<file path="config.mk">
export PLATFORM = sky130hd
export DESIGN_NAME = muldiv_seq_flat
export DESIGN_NICKNAME = d
export VERILOG_FILES = /design/src/rtl/muldiv_seq_if.sv /design/src/rtl/muldiv_seq.sv /design/src/flat_wrapper.sv
export SDC_FILE = /design/constraint.sdc
export NUM_CORES = 1
export LEC_CHECK = 0
export ABC_CLOCK_PERIOD_IN_PS = 6900
export CELL_PAD_IN_SITES_DETAIL_PLACEMENT = 0
export CELL_PAD_IN_SITES_GLOBAL_PLACEMENT = 1
export CORE_MARGIN = 5
export CORE_UTILIZATION = 33
export DETAILED_ROUTE_END_ITERATION = 12
export PLACE_DENSITY_LB_ADDON = 0.1
export SYNTH_ARGS = -nofsm -noshare
export SYNTH_HDL_FRONTEND = slang
export SYNTH_SLANG_ARGS = --single-unit
</file>
<file path="constraint.sdc">
create_clock -name clk -period 6.9 [get_ports clk]
set_clock_uncertainty 0.2 [all_clocks]
set_input_delay 1.38 -clock clk [delete_from_list [all_inputs] [get_ports clk]]
set_output_delay 1.38 -clock clk [all_outputs]
set_load 0.02 [all_outputs]
</file>
<file path="src/rtl/muldiv_seq_if.sv">
// Request/response bundle between the EX decoder (master) and muldiv_seq (slave).
interface muldiv_seq_if;
  logic        start;
  logic [3:0]  op;
  logic [31:0] a;
  logic [31:0] b;
  logic        read_hilo;
  logic        flush;
  logic        busy;
  logic        stall;
  logic        done;
  logic        div_zero;
  logic [31:0] hi;
  logic [31:0] lo;

  modport master (
    output start, op, a, b, read_hilo, flush,
    input  busy, stall, done, div_zero, hi, lo
  );

  modport slave (
    input  start, op, a, b, read_hilo, flush,
    output busy, stall, done, div_zero, hi, lo
  );
endinterface

</file>
<file path="src/rtl/muldiv_seq.sv">
// Iterative multiply/divide sequencer and HI/LO owner: 32 RUN cycles, FIX for sign correction, ACC for the
// accumulate family, which exists only when MULDIV_ACC_EN is defined (otherwise Op 4-7 are ignored).
module muldiv_seq (
  input  logic        clk,
  input  logic        rst,
  muldiv_seq_if.slave bus
);
  localparam logic [3:0] OP_MULT  = 4'd0;
  localparam logic [3:0] OP_MULTU = 4'd1;
  localparam logic [3:0] OP_DIV   = 4'd2;
  localparam logic [3:0] OP_DIVU  = 4'd3;
  localparam logic [3:0] OP_MADD  = 4'd4;
  localparam logic [3:0] OP_MADDU = 4'd5;
  localparam logic [3:0] OP_MSUB  = 4'd6;
  localparam logic [3:0] OP_MSUBU = 4'd7;
  localparam logic [3:0] OP_MTHI  = 4'd8;
  localparam logic [3:0] OP_MTLO  = 4'd9;

`ifdef MULDIV_ACC_EN
  typedef enum logic [1:0] {S_IDLE, S_RUN, S_FIX, S_ACC} state_t;
`else
  typedef enum logic [1:0] {S_IDLE, S_RUN, S_FIX} state_t;
`endif

  state_t      state_q, state_d;
  logic [4:0]  cnt_q;
  logic [63:0] p_q;
  logic [31:0] opb_q, a_raw_q, hi_q, lo_q;
  logic        is_div_q, neg_res_q, neg_rem_q, dz_q, done_q, dz_pulse_q;
`ifdef MULDIV_ACC_EN
  logic        is_acc_q, is_sub_q;
  logic        op_acc, op_sub;
`endif

  logic        op_mul, op_div, op_sgn, accept, run_op, busy;
  logic        a_neg, b_neg, div_take;
  logic [31:0] a_mag, b_mag, rem_sub, quot_fix, rem_fix;
  logic [32:0] mul_sum, rem_sh;
  logic [63:0] mul_next, div_next, prod_fix;

  always_comb begin
    op_mul = 1'b0;
    op_div = 1'b0;
    op_sgn = 1'b0;
`ifdef MULDIV_ACC_EN
    op_acc = 1'b0;
    op_sub = 1'b0;
`endif
    case (bus.op)
      OP_MULT:  begin op_mul = 1'b1; op_sgn = 1'b1; end
      OP_MULTU: op_mul = 1'b1;
      OP_DIV:   begin op_div = 1'b1; op_sgn = 1'b1; end
      OP_DIVU:  op_div = 1'b1;
`ifdef MULDIV_ACC_EN
      OP_MADD:  begin op_mul = 1'b1; op_acc = 1'b1; op_sgn = 1'b1; end
      OP_MADDU: begin op_mul = 1'b1; op_acc = 1'b1; end
      OP_MSUB:  begin op_mul = 1'b1; op_acc = 1'b1; op_sgn = 1'b1; op_sub = 1'b1; end
      OP_MSUBU: begin op_mul = 1'b1; op_acc = 1'b1; op_sub = 1'b1; end
`endif
      default: ;
    endcase
  end

  assign accept = (state_q == S_IDLE) & bus.start & ~bus.flush;
  assign run_op = accept & (op_mul | op_div);

  assign a_neg = op_sgn & bus.a[31];
  assign b_neg = op_sgn & bus.b[31];
  assign a_mag = a_neg ? (~bus.a + 32'd1) : bus.a;
  assign b_mag = b_neg ? (~bus.b + 32'd1) : bus.b;

  // Multiply: P = {partial, multiplier}; add multiplicand into the top when the low bit is set, then shift right.
  assign mul_sum  = {1'b0, p_q[63:32]} + (p_q[0] ? {1'b0, opb_q} : 33'd0);
  assign mul_next = {mul_sum, p_q[31:1]};

  // Divide: P = {remainder, dividend/quotient}; the quotient bit shifts in at the bottom.
  assign rem_sh   = {p_q[63:32], p_q[31]};
  assign div_take = (rem_sh >= {1'b0, opb_q});
  assign rem_sub  = rem_sh[31:0] - opb_q;
  assign div_next = div_take ? {rem_sub, p_q[30:0], 1'b1} : {rem_sh[31:0], p_q[30:0], 1'b0};

  assign prod_fix = neg_res_q ? (~p_q + 64'd1) : p_q;
  assign quot_fix = neg_res_q ? (~p_q[31:0] + 32'd1) : p_q[31:0];
  assign rem_fix  = neg_rem_q ? (~p_q[63:32] + 32'd1) : p_q[63:32];

  always_ff @(posedge clk or posedge rst) begin
    if (rst) state_q <= S_IDLE;
    else     state_q <= state_d;
  end

  always_comb begin
    state_d = state_q;
    if (state_q != S_IDLE && bus.flush) begin
      state_d = S_IDLE;
    end else begin
      case (state_q)
        S_IDLE: if (run_op) state_d = S_RUN;
        S_RUN:  if (cnt_q == 5'd31) state_d = S_FIX;
`ifdef MULDIV_ACC_EN
        S_FIX:  state_d = is_acc_q ? S_ACC : S_IDLE;
`else
        S_FIX:  state_d = S_IDLE;
`endif
        default: state_d = S_IDLE;
      endcase
    end
  end

  always_comb begin
    busy         = (state_q != S_IDLE);
    bus.busy     = busy;
    bus.stall    = busy & (bus.start | bus.read_hilo);
    bus.done     = done_q;
    bus.div_zero = dz_pulse_q;
    bus.hi       = hi_q;
    bus.lo       = lo_q;
  end

  always_ff @(posedge clk or posedge rst) begin
    if (rst) begin
      cnt_q      <= 5'd0;
      p_q        <= 64'd0;
      opb_q      <= 32'd0;
      a_raw_q    <= 32'd0;
      hi_q       <= 32'd0;
      lo_q       <= 32'd0;
      is_div_q   <= 1'b0;
      neg_res_q  <= 1'b0;
      neg_rem_q  <= 1'b0;
      dz_q       <= 1'b0;
      done_q     <= 1'b0;
      dz_pulse_q <= 1'b0;
`ifdef MULDIV_ACC_EN
      is_acc_q   <= 1'b0;
      is_sub_q   <= 1'b0;
`endif
    end else begin
      done_q     <= 1'b0;
      dz_pulse_q <= 1'b0;
      cnt_q      <= (state_q == S_RUN && !bus.flush) ? cnt_q + 5'd1 : 5'd0;
      if (accept && bus.op == OP_MTHI) hi_q <= bus.a;
      if (accept && bus.op == OP_MTLO) lo_q <= bus.a;
      if (run_op) begin
        is_div_q  <= op_div;
        neg_res_q <= a_neg ^ b_neg;
        neg_rem_q <= a_neg;
        dz_q      <= op_div & (bus.b == 32'd0);
        a_raw_q   <= bus.a;
        p_q       <= {32'd0, op_div ? a_mag : b_mag};
        opb_q     <= op_div ? b_mag : a_mag;
`ifdef MULDIV_ACC_EN
        is_acc_q  <= op_acc;
        is_sub_q  <= op_sub;
`endif
      end
      if (!bus.flush) begin
        case (state_q)
          S_RUN: p_q <= is_div_q ? div_next : mul_next;
          S_FIX: begin
            if (is_div_q) begin
              if (dz_q) {hi_q, lo_q} <= {a_raw_q, 32'hFFFF_FFFF};
              else      {hi_q, lo_q} <= {rem_fix, quot_fix};
              done_q     <= 1'b1;
              dz_pulse_q <= dz_q;
            end
`ifdef MULDIV_ACC_EN
            else if (is_acc_q) begin
              p_q <= prod_fix;
            end
`endif
            else begin
              {hi_q, lo_q} <= prod_fix;
              done_q       <= 1'b1;
            end
          end
`ifdef MULDIV_ACC_EN
          S_ACC: begin
            {hi_q, lo_q} <= is_sub_q ? ({hi_q, lo_q} - p_q) : ({hi_q, lo_q} + p_q);
            done_q       <= 1'b1;
          end
`endif
          default: ;
        endcase
      end
    end
  end
endmodule

</file>
<file path="src/flat_wrapper.sv">
// flat-port wrapper written by rule: the top's interface ports become plain ports
module muldiv_seq_flat 
  (clk, rst, bus_start, bus_op, bus_a, bus_b, bus_read_hilo, bus_flush, bus_busy, bus_stall, bus_done, bus_div_zero, bus_hi, bus_lo);
  muldiv_seq_if bus_i ();
  input  logic clk;
  input  logic rst;
  input wire logic [$bits(bus_i.start)-1:0] bus_start;
  input wire logic [$bits(bus_i.op)-1:0] bus_op;
  input wire logic [$bits(bus_i.a)-1:0] bus_a;
  input wire logic [$bits(bus_i.b)-1:0] bus_b;
  input wire logic [$bits(bus_i.read_hilo)-1:0] bus_read_hilo;
  input wire logic [$bits(bus_i.flush)-1:0] bus_flush;
  output wire logic [$bits(bus_i.busy)-1:0] bus_busy;
  output wire logic [$bits(bus_i.stall)-1:0] bus_stall;
  output wire logic [$bits(bus_i.done)-1:0] bus_done;
  output wire logic [$bits(bus_i.div_zero)-1:0] bus_div_zero;
  output wire logic [$bits(bus_i.hi)-1:0] bus_hi;
  output wire logic [$bits(bus_i.lo)-1:0] bus_lo;
  assign bus_i.start = bus_start;
  assign bus_i.op = bus_op;
  assign bus_i.a = bus_a;
  assign bus_i.b = bus_b;
  assign bus_i.read_hilo = bus_read_hilo;
  assign bus_i.flush = bus_flush;
  assign bus_busy = bus_i.busy;
  assign bus_stall = bus_i.stall;
  assign bus_done = bus_i.done;
  assign bus_div_zero = bus_i.div_zero;
  assign bus_hi = bus_i.hi;
  assign bus_lo = bus_i.lo;
  muldiv_seq u_core (.clk(clk), .rst(rst), .bus(bus_i));
endmodule
</file>
==> results.txt <==
The flow ran to the end, and the final reports show no timing, DRC or antenna violations. The total area of multi-input combinational cells is 11,200 um2. The number of cell rows is 83. Traced cell by cell, the critical path runs through clkdlybuf4s50_1, nor4_1, nor3b_1, nand4_1, nor3_2, inv_2, o21ai_1, xor2_1, o21ai_0, a21boi_1.

For the pin with the worst max-slew slack, the measured transition is 1.18 ns. The number of buffers between clock root and the deepest sink is 3. The detailed-placement wirelength estimate came out at 54,200 um. In the layout the commonest cells are sky130_fd_sc_hd__nand2_1 (343), sky130_fd_sc_hd__dfrtp_1 (202), sky130_fd_sc_hd__clkdlybuf4s50_1 (140).

The fill cell total of the finished layout is 5,365. The later pin in the worst-skew pair is clocked with a latency of 0.58 ns. At the end of the flow the core is filled with cells to 39.0%.

The area growth from synthesis to layout is 16.6%. The unique cell type count in the Yosys netlist came out at 95. The ratio of routed vias to standard cells is 5.74.

The number of gates resized after CTS was 0. The sequential cell area in the final layout is 5140 um2. The endpoint identified for the worst register-to-register timing path is u_core.p_q[63]$_DFF_PP0_. For this design, the slowest cell found on the critical path is sky130_fd_sc_hd__nor4_1.

The worst endpoint required time is 7.13 ns. The static power due to leakage is 8.17 nW. The fraction of synthesis flops using an asynchronous set or reset pin came out at 100%. The die boundary height is 239 um. The DRC violations left is 0. The die extent in x came out at 239 um. The starting density of the core came out at 33.5%. The hold-fix buffer count after cts came out at 0. The count of vias placed by the detailed router is 16,500. The type of element launching the critical path is an input port. The I/O pin total came out at 141. The library cell used most frequently in the layout, excluding fill and tap cells, is sky130_fd_sc_hd__nand2_1.

The total detailed-routing wirelength came out at 72,300 um. The final number of hold-violating endpoints came to 0. The wire length of the first global-routing pass came out at 108,000 um. The synthesis warning total is 0. The largest single stage delay on the critical path is 0.86 ns. Setup total negative slack on the finished layout was measured at 0 ns.

The clock net sink count is 205. Yosys mapped a number of flops with a built-in enable equal to 0. The largest fanout of any net on the critical path is 8. The floorplan step defined a core boundary enclosing 51,500 um2.

After synthesis, the largest area contributor takes up 29.8% of total cell area. The average wire per cell in the routed design is 25.1 um. A synthesized cell averages 8.09 um2. Synthesis produced a netlist whose cell count is 2,130.

CTS placed an instance of sky130_fd_sc_hd__clkbuf_16 at the clock tree root. The number of antenna violations at the first check in global routing came to 1. For this run, the detailed router's first-pass iteration total came to 7. Clock tree synthesis inserted a total of 27 buffers. The worst min-delay path category is register to register.

The areal power density over the cells came out at 364 nW/um2. Yosys attributes the largest share of cell area to sky130_fd_sc_hd__dfrtp_1 (30%), sky130_fd_sc_hd__nand2_1 (7.5%), sky130_fd_sc_hd__mux2i_1 (6.3%), sky130_fd_sc_hd__xnor2_1 (6.0%), sky130_fd_sc_hd__ha_1 (5.1%). The final number of max-transition violations came to 0. The largest net degree at the start of global routing is 120. The arrival time reported for the critical path endpoint is 4.85 ns. The mapped cell area came out at 17,200 um2. The synthesized net count came out at 2,275.

The headroom to the max-slew limit is 21.1%. The hold-critical path depth is 1. The number of maximum-capacitance constraint violations is 0.

The overall track demand over capacity in global routing came out at 24.6%. The worst setup path is of the input port to register kind. The floorplan die area came out at 56,900 um2.

The smallest clock period supported by the final layout is computed as 4.62 ns. The internal reg-to-reg setup slack came out at 2.30 ns. In this run, synthesis produced a sequential element count of 205.

Clock-pin slew was measured on the worst setup and hold paths at 0.06 ns. In this run the remaining antenna-violating nets after routing total 0. The number of diodes added for antenna fixing came out at 0. The remaining global-route overflow is 0. The count of nets after finishing is 2,324. The startpoint of the worst register-to-register path is u_core.p_q[0]$_DFF_PP0_. The count of H-tree levels built during CTS is 1. The upper clock frequency limit came out at 0.217 GHz. The share of the yosys chip area belonging to registers came out at 29.8%. Setup repair after global routing left no endpoint under its margin. The clock tree from TritonCTS is built. The synthesized design spends more area on one cell type than any other, namely sky130_fd_sc_hd__dfrtp_1. The number of violations reported at the end of detailed-routing iteration 0 is 1,299. In the synthesized netlist the dominant register cell turns out to be sky130_fd_sc_hd__dfrtp_1.

Routability-driven placement finished with a final weighted congestion of 0.880. The final period utilization is 66.9%. The number of buffers inserted to repair setup after CTS came out at 0.

The hold path endpoint is u_core.cnt_q[0]$_DFF_PP0_. The number of buffers added on ports is 140. The total design power came out at 0.00731 W. The worst register-to-register path has a depth of 13. Setup violations remaining at the end of the flow were counted as 0. The share of final-layout standard cells stronger than drive strength 1 came out at 6.27%. STA classifies the critical path endpoint as a register. The startpoint identified for the worst hold timing path is u_core.cnt_q[0]$_DFF_PP0_.

Across the VDD grid, the largest voltage drop is 0.159 mV. The via count of the first global-routing pass came out at 16,000.
power by group:
| part | internal (W) | leakage (nW) | total (W) | switching (W) |
|---|---|---|---|---|
| combinational | 0.00157 | 5.11 | 0.00380 | 0.00223 |
| clock | 0.000850 | 0.448 | 0.00146 | 0.000607 |
| sequential | 0.00149 | 2.61 | 0.00206 | 0.000575 |
synthesized netlist by cell type, types with 13 or more instances:
library cell               instances
sky130_fd_sc_hd__clkbuf_1        126
sky130_fd_sc_hd__o211ai_1         53
sky130_fd_sc_hd__o21ai_0          88
sky130_fd_sc_hd__a21oi_1         140
sky130_fd_sc_hd__ha_1             70
sky130_fd_sc_hd__o21ai_1          81
sky130_fd_sc_hd__a211oi_1         32
sky130_fd_sc_hd__a32oi_1          32
sky130_fd_sc_hd__nand2b_1         17
sky130_fd_sc_hd__nor3_1           19
sky130_fd_sc_hd__or3_1            16
sky130_fd_sc_hd__a22oi_1          13
sky130_fd_sc_hd__o221ai_1         21
sky130_fd_sc_hd__nor4_1           13
sky130_fd_sc_hd__inv_1            67
sky130_fd_sc_hd__buf_2            18
sky130_fd_sc_hd__nand2_1         343
sky130_fd_sc_hd__a21o_1           38
sky130_fd_sc_hd__nand3_1          25
sky130_fd_sc_hd__xnor2_1         118
sky130_fd_sc_hd__xor2_1           86
sky130_fd_sc_hd__a31oi_1          18
sky130_fd_sc_hd__nor2_1          131
sky130_fd_sc_hd__mux2i_1         109
sky130_fd_sc_hd__o31ai_1          26
sky130_fd_sc_hd__dfrtp_1         205
per-stage QoR:
stage / hold slack [ns] / instance area [um2] / std cells / setup slack, ns
2_1_floorplan: 0.233 / 17200 / 2130 / 2.66
3_3_place_gp: 0.258 / 19200 / 2830 / 1.79
3_5_place_dp: 0.254 / 19200 / 2830 / 1.75
4_1_cts: 0.268 / 20100 / 2880 / 2.26
5_1_grt: 0.292 / 20100 / 2880 / 1.99
6_report: 0.263 / 20100 / 2880 / 2.28
worst max-delay path by stage:
stage                             from                            end  slack [ns]
6_report                      bus_a[6]       u_core.p_q[24]$_DFF_PP0_        2.28
5_1_grt        u_core.p_q[0]$_DFF_PP0_       u_core.p_q[63]$_DFF_PP0_        1.99
4_1_cts        u_core.p_q[0]$_DFF_PP0_       u_core.p_q[63]$_DFF_PP0_        2.26
3_5_place_dp                  bus_a[6]       u_core.p_q[24]$_DFF_PP0_        1.75
3_3_place_gp                  bus_a[6]       u_core.p_q[24]$_DFF_PP0_        1.79
2_1_floorplan                      rst  u_core.a_raw_q[0]$_DFFE_PP0P_        2.66
per-layer routing:
layer | up-vias | part of all wire (%) | global-route usage, %
met5 | - | 0 | 0
met2 | 496 | 46 | 39.8
met3 | 67 | 5.9 | 2.77
met1 | 8216 | 47 | 35.9
met4 | 0 | 1.6 | 4.26
li1 | 7758 | - | -
state kept, by name, summed over array words and instances (netlist names):
| name | flops |
|---|---|
| u_core.is_div_q | 1 |
| u_core.p_q | 64 |
| u_core.bus.div_zero | 1 |
| u_core.cnt_q | 5 |
| u_core.opb_q | 32 |
| u_core.bus.done | 1 |
| u_core.bus.lo | 32 |
| u_core.state_q | 2 |
| u_core.bus.hi | 32 |
| u_core.dz_q | 1 |
| u_core.neg_rem_q | 1 |
| u_core.neg_res_q | 1 |
| u_core.a_raw_q | 32 |
area by class of cell:
cell class	instances	share of cell area, %
Clock buffer	39	4.04
Clock inverter	11	0.461
Inverter	70	1.33
Multi-Input combinational cell	1697	55.9
Sequential cell	205	25.6
Tap cell	680	4.24
Timing Repair Buffer	178	8.46
critical path: cells and delay by family:
family                    cells  cell delay [ns]
AOI/OAI and AO/OA             3             0.41
buffers and inverters         2             0.68
and+or+nand+nor               4             2.14
xor gates and xnor gates      1             0.23
logic make-up (layout without fill, tap and decap cells):
kind of cell	after synthesis	in the layout	share of synthesized area, %
buffers and inverters	228	298	5.21
adders and majority gates	72	72	5.31
muxes	113	113	6.59
and+or+nand+nor	665	665	18.0
DFF	205	205	29.8
AOI/OAI and AO/OA	642	642	24.7
xor gates and xnor gates	205	205	10.5
Power figures use the tool's default switching activity.
